==> src/rtl/pipe_pkg.sv <==
// Shared types and default widths for the elastic pipeline register and its stage wrappers.
package pipe_pkg;

    typedef enum logic [1:0] {
        ST_EMPTY,
        ST_BUSY,
        ST_FULL
    } pipe_state_t;

    localparam int DATA_W_DEF = 32;
    localparam int CTRL_W_DEF = 4;

endpackage

==> src/rtl/sat_counter.sv <==
// Saturating up-counter: counts cycles with inc=1, sticks at all-ones, cleared only by rst.
module sat_counter #(
    parameter int CNT_W = 16
) (
    input  logic             clk,
    input  logic             rst,
    input  logic             inc,
    output logic [CNT_W-1:0] count
);

    always_ff @(posedge clk) begin
        if (rst) begin
            count <= '0;
        end else if (inc && (count != {CNT_W{1'b1}})) begin
            count <= count + CNT_W'(1);
        end
    end

endmodule

==> src/rtl/pipe_reg_elastic.sv <==
// Elastic valid/ready pipeline register with flush-to-bubble, optional 2-entry skid and stall counter.
// Control bits never leave the block while out_valid=0, so bubbles cannot write state downstream.
//
// state    | meaning
// ST_EMPTY | no word held, in_ready=1
// ST_BUSY  | output register holds a word, skid empty, in_ready=1
// ST_FULL  | output and skid registers both hold words, in_ready=0
module pipe_reg_elastic
    import pipe_pkg::*;
#(
    parameter int DATA_W = DATA_W_DEF,
    parameter int CTRL_W = CTRL_W_DEF,
    parameter bit SKID   = 1'b1,
    parameter int CNT_W  = 16
) (
    input  logic              clk,
    input  logic              rst,
    input  logic              flush,
    input  logic              in_valid,
    output logic              in_ready,
    input  logic [CTRL_W-1:0] in_ctrl,
    input  logic [DATA_W-1:0] in_data,
    output logic              out_valid,
    input  logic              out_ready,
    output logic [CTRL_W-1:0] out_ctrl,
    output logic [DATA_W-1:0] out_data,
    output logic [CNT_W-1:0]  stall_cnt
);

    logic              main_valid;
    logic [CTRL_W-1:0] main_ctrl;
    logic [DATA_W-1:0] main_data;
    logic [CTRL_W-1:0] skid_ctrl;
    logic [DATA_W-1:0] skid_data;
    logic              in_fire;
    logic              out_fire;
    logic              load_in;
    logic              load_skid;
    logic              drain;

    assign in_fire   = in_valid & in_ready;
    assign out_fire  = main_valid & out_ready;
    assign out_valid = main_valid;
    assign out_ctrl  = main_valid ? main_ctrl : '0;
    assign out_data  = main_data;

    generate
        if (SKID) begin : g_skid
            pipe_state_t state_q;
            pipe_state_t state_d;
            logic        ready_q;
            logic        ready_d;
            logic        skid_load;

            always_ff @(posedge clk) begin
                if (rst) begin
                    state_q <= ST_EMPTY;
                    ready_q <= 1'b1;
                end else begin
                    state_q <= state_d;
                    ready_q <= ready_d;
                end
            end

            always_ff @(posedge clk) begin
                if (rst) begin
                    skid_ctrl <= '0;
                    skid_data <= '0;
                end else if (skid_load) begin
                    skid_ctrl <= in_ctrl;
                    skid_data <= in_data;
                end
            end

            always_comb begin
                state_d   = state_q;
                ready_d   = ready_q;
                load_in   = 1'b0;
                load_skid = 1'b0;
                drain     = 1'b0;
                skid_load = 1'b0;
                if (flush) begin
                    state_d = ST_EMPTY;
                    ready_d = 1'b1;
                end else begin
                    unique case (state_q)
                        ST_EMPTY: begin
                            ready_d = 1'b1;
                            if (in_fire) begin
                                load_in = 1'b1;
                                state_d = ST_BUSY;
                            end
                        end
                        ST_BUSY: begin
                            if (in_fire && out_fire) begin
                                load_in = 1'b1;
                            end else if (in_fire) begin
                                // Downstream stalled: park the new word and close the input.
                                skid_load = 1'b1;
                                ready_d   = 1'b0;
                                state_d   = ST_FULL;
                            end else if (out_fire) begin
                                drain   = 1'b1;
                                state_d = ST_EMPTY;
                            end
                        end
                        ST_FULL: begin
                            if (out_fire) begin
                                load_skid = 1'b1;
                                ready_d   = 1'b1;
                                state_d   = ST_BUSY;
                            end
                        end
                        default: begin
                            drain   = 1'b1;
                            ready_d = 1'b1;
                            state_d = ST_EMPTY;
                        end
                    endcase
                end
            end

            assign in_ready = ready_q;
        end else begin : g_flow
            assign in_ready  = out_ready | ~main_valid;
            assign load_in   = in_fire;
            assign load_skid = 1'b0;
            assign drain     = out_fire & ~in_fire;
            assign skid_ctrl = '0;
            assign skid_data = '0;
        end
    endgenerate

    // Flush keeps out_data so a debugger still sees the last killed word.
    always_ff @(posedge clk) begin
        if (rst) begin
            main_valid <= 1'b0;
            main_ctrl  <= '0;
            main_data  <= '0;
        end else if (flush) begin
            main_valid <= 1'b0;
            main_ctrl  <= '0;
        end else if (load_in) begin
            main_valid <= 1'b1;
            main_ctrl  <= in_ctrl;
            main_data  <= in_data;
        end else if (load_skid) begin
            main_valid <= 1'b1;
            main_ctrl  <= skid_ctrl;
            main_data  <= skid_data;
        end else if (drain) begin
            main_valid <= 1'b0;
            main_ctrl  <= '0;
        end
    end

    sat_counter #(
        .CNT_W(CNT_W)
    ) u_stall_cnt (
        .clk  (clk),
        .rst  (rst),
        .inc  (main_valid & ~out_ready),
        .count(stall_cnt)
    );

endmodule

==> config.mk <==
export PLATFORM = sky130hd
export DESIGN_NAME = pipe_reg_elastic
export DESIGN_NICKNAME = d
export VERILOG_FILES = /design/src/rtl/pipe_pkg.sv /design/src/rtl/sat_counter.sv /design/src/rtl/pipe_reg_elastic.sv
export SDC_FILE = /design/constraint.sdc
export NUM_CORES = 1
export LEC_CHECK = 0
export CORE_ASPECT_RATIO = 0.7
export CORE_MARGIN = 1
export CORE_UTILIZATION = 50
export DETAILED_ROUTE_END_ITERATION = 12
export HOLD_SLACK_MARGIN = 0.02
export PLACE_DENSITY = 0.8
export SETUP_SLACK_MARGIN = 0.05
export SYNTH_ARGS = -nofsm -noshare
export SYNTH_HDL_FRONTEND = slang
export SYNTH_HIERARCHICAL = 1
export SYNTH_SLANG_ARGS = --single-unit
==> constraint.sdc <==
create_clock -name clk -period 2.45 [get_ports clk]
set_clock_uncertainty 0.1 [all_clocks]
set_input_delay 0.6125 -clock clk [delete_from_list [all_inputs] [get_ports clk]]
set_output_delay 0.6125 -clock clk [all_outputs]
set_load 0.01 [all_outputs]
* Word-level counts from Yosys, hierarchy flattened
Cells that the tools add are included.
** Cells by class
- Reductions and logical operators :: 10
- Bitwise gates (word level) :: 5
- Eq/ne operators :: 8
- $lt $le $gt $ge :: 0
- Shift-type cells :: 0
- $mul :: 0
- Add/sub/neg operators :: 1
- Multiplexer cells :: 33
- Divide/modulo/power cells :: 0
** Operators with widths (count)
- $mux W32 :: 2
- $mux W1 :: 18
- $add A16 B1 Y16 const B :: 1
- $mux W4 :: 4
- $ne A16 B16 Y1 const B :: 1
- $mux W2 :: 5
- $ne A2 B2 Y1 const B :: 4
- $pmux W1 S2 :: 3
- $pmux W2 S3 :: 1
- $reduce_and A4 Y1 :: 1
- $reduce_or A2 Y1 :: 2
- $and A1 B1 Y1 :: 3
- $ne A3 B3 Y1 const B :: 1
- $reduce_and A3 Y1 :: 1
- $reduce_bool A3 Y1 :: 1
- $eq A2 B1 Y1 const B :: 1
- $eq A2 B2 Y1 const B :: 1
- $logic_and A1 B1 Y1 :: 2
- $logic_not A2 Y1 :: 1
- $not A1 Y1 :: 2
- $reduce_and A2 Y1 :: 1
- $reduce_bool A2 Y1 :: 1
** Word-level totals
- Bits in latches :: 0
- Bits in read-only memories :: 0
- Bits of input ports :: 41
- Flip-flop bits (word level) :: 92
- RAM bits :: 0
- Logic and storage cells :: 65
- Memories :: 0

* Logic depth before layout (Yosys ltp)
Gate-level depths: netlist (run 1).
- Depth after elaboration :: 9
- Mapped depth :: 7
- Depth with buffers taken out :: 5

* Hierarchy
The synthesis (run 1) kept the hierarchy.
** By module, submodules not included
- pipe_reg_elastic :: cells an instance 389, area an instance 3314.4 um^2, instances 1, sequential area each 1521.5 um^2
- sat_counter :: cells an instance 99, area an instance 848.3 um^2, instances 1, sequential area each 320.3 um^2

* Worst setup path before layout (run 1)
Ideal clock, no wire load.
- Kind :: input-to-reg
- Start :: in out_ready
- End :: reg u_stall_cnt.count[7]
- Setup slack :: 0.527 ns
- Library setup time :: 0.070 ns
- Buffers on the path :: 1
- Data arrival time :: 1.753 ns
- Cell stages on the path :: 5
- Cells stage by stage :: nor2b_1 > nand2_1 > clkbuf_1 > or4_1 > a21oi_1
** Between the ends
- Word-level cells in the longest chain between the ends :: 3
** Ends and longest elaborated chain
- start, declared :: line pipe_reg_elastic.sv:24 : input logic out_ready,
- $not A1 Y1 :: line pipe_reg_elastic.sv:162 : .inc (main_valid & ~out_ready),
- $and A1 B1 Y1 :: line pipe_reg_elastic.sv:162
- $logic_and A1 B1 Y1 :: line sat_counter.sv:14 : end else if (inc && (count != {CNT_W{1'b1}})) begin
- end signal, assigned :: line sat_counter.sv:15 : count <= count + CNT_W'(1);
- end, declared :: line sat_counter.sv:8 : output logic [CNT_W-1:0] count
No other way between the ends.
A chain may end at the register's enable or synchronous reset.

* Worst setup path in the final report (run 1)
- Start :: reg main_valid, in the netlist out_valid
- End :: out out_ctrl[3]
** Between the ends
- Word-level cells in the longest chain between the ends :: 1
** Ends and longest elaborated chain
- start, declared :: line pipe_reg_elastic.sv:30 : logic main_valid;
- start signal, assigned :: line pipe_reg_elastic.sv:137 : main_valid <= 1'b0;
- start signal, assigned :: line pipe_reg_elastic.sv:141 : main_valid <= 1'b0;
- start signal, assigned :: line pipe_reg_elastic.sv:144 : main_valid <= 1'b1;
- $mux W4 :: line pipe_reg_elastic.sv:44 : assign out_ctrl = main_valid ? main_ctrl : '0;
- end, declared :: line pipe_reg_elastic.sv:25 : output logic [CTRL_W-1:0] out_ctrl,
No other way between the ends.

==> results by group, run 1 <==
Status
  • Status: complete, but fails checks
  • Failing checks: DRC

Logic synthesis
  • Number of synthesized register bits: 92
  • Post-synth EDFFs: 0
  • Post-synth top area share: 0.442
  • Post-synth net total: 530
  • Syn avg cell area: 8.53 µm²
  • Mapped Cells: 488
  • Post-synth cell types: 48
  • Ys flop type: dfxtp_1
  • Top post-synthesis cells by area: dfxtp_1, nand2_1, a311oi_2
  • Ys Warns: 6
  • Biggest area consumer among synthesized cells: dfxtp_1
  • Mapped Area: 4160 µm²
  • Seq/Total Area, Yosys: 0.442
  • FFs w/ async S/R, synth: 0

Setup path
  • Worst Path Required: 1.74 ns
  • R2r setup slk: 0.49 ns
  • Crit path launch type: flip-flop
  • Worst reg2reg path depth: 5
  • CP top delay family: buffers and inverters
  • Worst reg2reg path endpoint: u_stall_cnt/count[7]$_SDFFE_PP0P_
  • Buffers and inverters on the worst path: 1
  • RR Startpoint: out_valid$_SDFFE_PP0P_
  • Crit path to: out_ctrl[3]
  • Setup Crit Path Kind: reg -> out
  • Slowest stage delay, CP: 0.55 ns
  • CP arrival: 1.57 ns
  • Critical path origin: out_valid$_SDFFE_PP0P_
  • CP cell instances: and2_1 > clkdlybuf4s50_1
  • CP Capture Type: output port
  • Slowest cell on crit path: clkdlybuf4s50_1
  • CP Max Fanout: 11
  • Crit path depth: 2

Routing
  • WL/cell: 15.2 µm
  • Post-route ant nets: 0
  • First-pass DRT Iterations: 8
  • Initial DRC count: 264
  • DR DRC count: 10
  • Post-DR vias/cell: 5.70
  • WL final: 10.3 mm
  • Vias post-DR: 3859

STA
  • Final Cycle Share: 0.932
  • Hold Vio Cnt, Final: 0
  • RSZ-0062 raised after global routing: no
  • Final setup fails: 0
  • Hold slack: 0.356 ns
  • Final Slew Violations: 0
  • Final critical-path required period: 2.28 ns
  • Slew margin rel.: 0.635
  • Worst-margin pin slew: 0.540 ns
  • Max Fclk: 438 MHz

Die
  • Chip height: 78.3 µm
  • # rows: 27
  • Die W: 111 µm
  • Initial core utilization: 0.522
  • I/O pin count: 95
  • Die area: 8700 µm²
  • Floorplan Core Area: 7970 µm²

Worst hold path
  • Worst Hold Class: reg -> reg

Pwr
  • Worst vdd ir: 337 µV
  • Logic gate share of total power: 0.115
  • Switching power: 797 µW
  • Pint: 2440 µW
  • Switching share of total power: 0.246
  • Clock group share of total power: 0.397
  • Leakage power total: 0.00181 µW
  • Power per Cell Area: 593 nW/µm²
  • Flop pwr share: 0.488
  • Power Total: 3240 µW

CTS
  • TritonCTS Buffers: 9
  • Post-CTS Resized: 0
  • CTS tree: done
  • Post-CTS setup repair buffer count: 0
  • H-tree depth: 3
  • Insertion delay to the later sink of the worst-skew pair: 0.34 ns
  • Clk root buf: clkbuf_16
  • Cts hold-fix bufs: 0
  • Max clock buf depth: 2
  • Clock Pin Slew Worst Setup and Hold Paths: 0.07 ns
  • Clk sink count: 92

Finish
  • FILL cells: 634
  • Final core utilization: 0.685
  • Syn-to-layout area delta: 31.2%
  • N_diodes: 0
  • Final #Nets: 613
  • Layout cells sized above 1: 0.115
  • Finished Layout Cells: 677

Global routing
  • Congestion Overflow GR: 0
  • Initial antenna violation count: 0
  • Vias in the first global route: 3673
  • Global-route wire length before repair: 17.2 mm
  • Largest net degree at the start of global routing: 39
  • Tot GR Track Use: 0.243

Placement
  • # port buffers: 94
  • GP Congestion: 0.844
  • Post-Place Cells: 661
  • Dpl hpwl: 6.93 mm

Flow run
  • Max Cap Viol: 0
## worst register-to-register path, stage by stage, from the launching register on
cell,delay (ns)
dfxtp_1,0.51
nor2b_1,0.30
nand2_1,0.16
buf_4,0.19
or4_1,0.47
a21oi_1,0.17
## final cells by class
| type | count | area, µm² | area share |
|---|---|---|---|
| clock buffer | 10 | 229 | 0.0419 |
| clock inverter | 6 | 47.5 | 0.00871 |
| inverter | 4 | 15.0 | 0.00275 |
| multi-input combinational | 358 | 2110 | 0.386 |
| sequential | 92 | 1840 | 0.337 |
| tap | 101 | 126 | 0.0231 |
| timing repair buffer | 106 | 1090 | 0.200 |
## layer usage
layer,track usage,wire [µm],vias to the layer above
li1,-,-,1884
met1,0.314,4720,1831
met2,0.404,4760,132
met3,0.0579,681,12
met4,0.0743,121,0
met5,0,0,-
## how the worst min path moves through the flow
stage / start / cells after the start / slack [ns] / endpoint
2_1_floorplan: skid_ctrl[0]$_SDFFE_PP0P_ / 2 / 0.34 / skid_ctrl[0]$_SDFFE_PP0P_
3_3_place_gp: skid_data[27]$_SDFFE_PP0P_ / 2 / 0.34 / skid_data[27]$_SDFFE_PP0P_
3_5_place_dp: skid_data[24]$_SDFFE_PP0P_ / 2 / 0.35 / skid_data[24]$_SDFFE_PP0P_
4_1_cts: skid_data[12]$_SDFFE_PP0P_ / 2 / 0.36 / skid_data[12]$_SDFFE_PP0P_
5_1_grt: skid_data[12]$_SDFFE_PP0P_ / 2 / 0.38 / skid_data[12]$_SDFFE_PP0P_
6_report: skid_data[12]$_SDFFE_PP0P_ / 2 / 0.36 / skid_data[12]$_SDFFE_PP0P_
## synthesized netlist by cell type, types with 2 or more instances
cell	count
and4_1	3
inv_1	4
a311oi_1	2
a211oi_1	2
nand3_1	6
buf_6	3
nand3b_1	2
a22o_1	4
mux2i_1	2
or3_1	4
o31ai_1	6
a21oi_1	49
nor2_1	40
buf_4	8
nand2_2	2
dfxtp_1	92
and2_1	7
nor4_1	2
nand4_1	3
clkbuf_1	10
o21ai_0	6
xnor2_1	2
nor3_1	5
o221a_1	4
nor2b_1	4
nand2_1	148
or4_1	7
a311oi_2	30
buf_2	12
## stage by stage
step	TNS (ns)	cell area (µm²)	setup slack (ns)
4_1_cts	0	5460	0.144
3_5_place_dp	-0.272	5180	-0.0763
2_1_floorplan	0	4160	0.527
6_report	0	5460	0.167
3_3_place_gp	-0.0435	5180	-0.0138
5_1_grt	0	5460	0.0815
## placed cells by master (no fill, tap or decap), types with 2 or more instances in the layout
cell type,count
nor2_1,40
clkinv_4,2
and2_1,7
a311oi_2,30
a22o_1,4
nand2_1,148
and4_1,3
or4_1,7
nor2b_1,4
or3_1,4
xnor2_1,2
nand2_2,2
buf_4,8
clkbuf_16,9
a21oi_1,49
o221a_1,4
inv_6,2
o31ai_1,6
dfxtp_1,92
nor3_1,5
o21ai_0,6
mux2i_1,2
a311oi_1,2
a211oi_1,2
nand3_1,6
nor4_1,2
nand4_1,3
nand3b_1,2
buf_12,5
clkdlybuf4s50_1,93
inv_1,4
## registers in the layout, indices dropped and copies added, names as in the netlist
register and flops:
skid_data 32, out_valid 1, g_skid.state_q 2, u_stall_cnt/count 16, main_ctrl 4, in_ready 1, skid_ctrl 4, out_data 32
## cell families after synthesis
| group | count (synthesis) | share of synthesized area |
|---|---|---|
| AND/OR/NAND/NOR | 241 | 0.263 |
| multiplexers | 3 | 0.00751 |
| buffers and inverters | 38 | 0.0505 |
| XOR/XNOR | 2 | 0.00421 |
| AO/OA/AOI/OAI | 111 | 0.229 |
| adder cells (fa/ha/maj) | 1 | 0.00301 |
| flip-flops | 92 | 0.442 |
## power groups by stage
stage	Combinational, µW	Sequential, µW	Clock [µW]
5_1_grt	402	1590	1370
6_report	373	1580	1290
2_1_floorplan	164	1620	0
4_1_cts	374	1580	1310
3_5_place_dp	373	1610	0
3_3_place_gp	363	1610	0
Power figures use the tool's default switching activity.
==> inputs of run 2 (changes only) <==
--- a/config.mk
+++ b/config.mk
@@ -9,6 +9,7 @@
 export CORE_MARGIN = 1
 export CORE_UTILIZATION = 50
 export DETAILED_ROUTE_END_ITERATION = 12
+export GPL_ROUTABILITY_DRIVEN = 0
 export HOLD_SLACK_MARGIN = 0.02
 export PLACE_DENSITY = 0.8
 export SETUP_SLACK_MARGIN = 0.05
==> results of run 2 <==
Same layout as run 1: the final DEF is identical, and so are final timing and power.
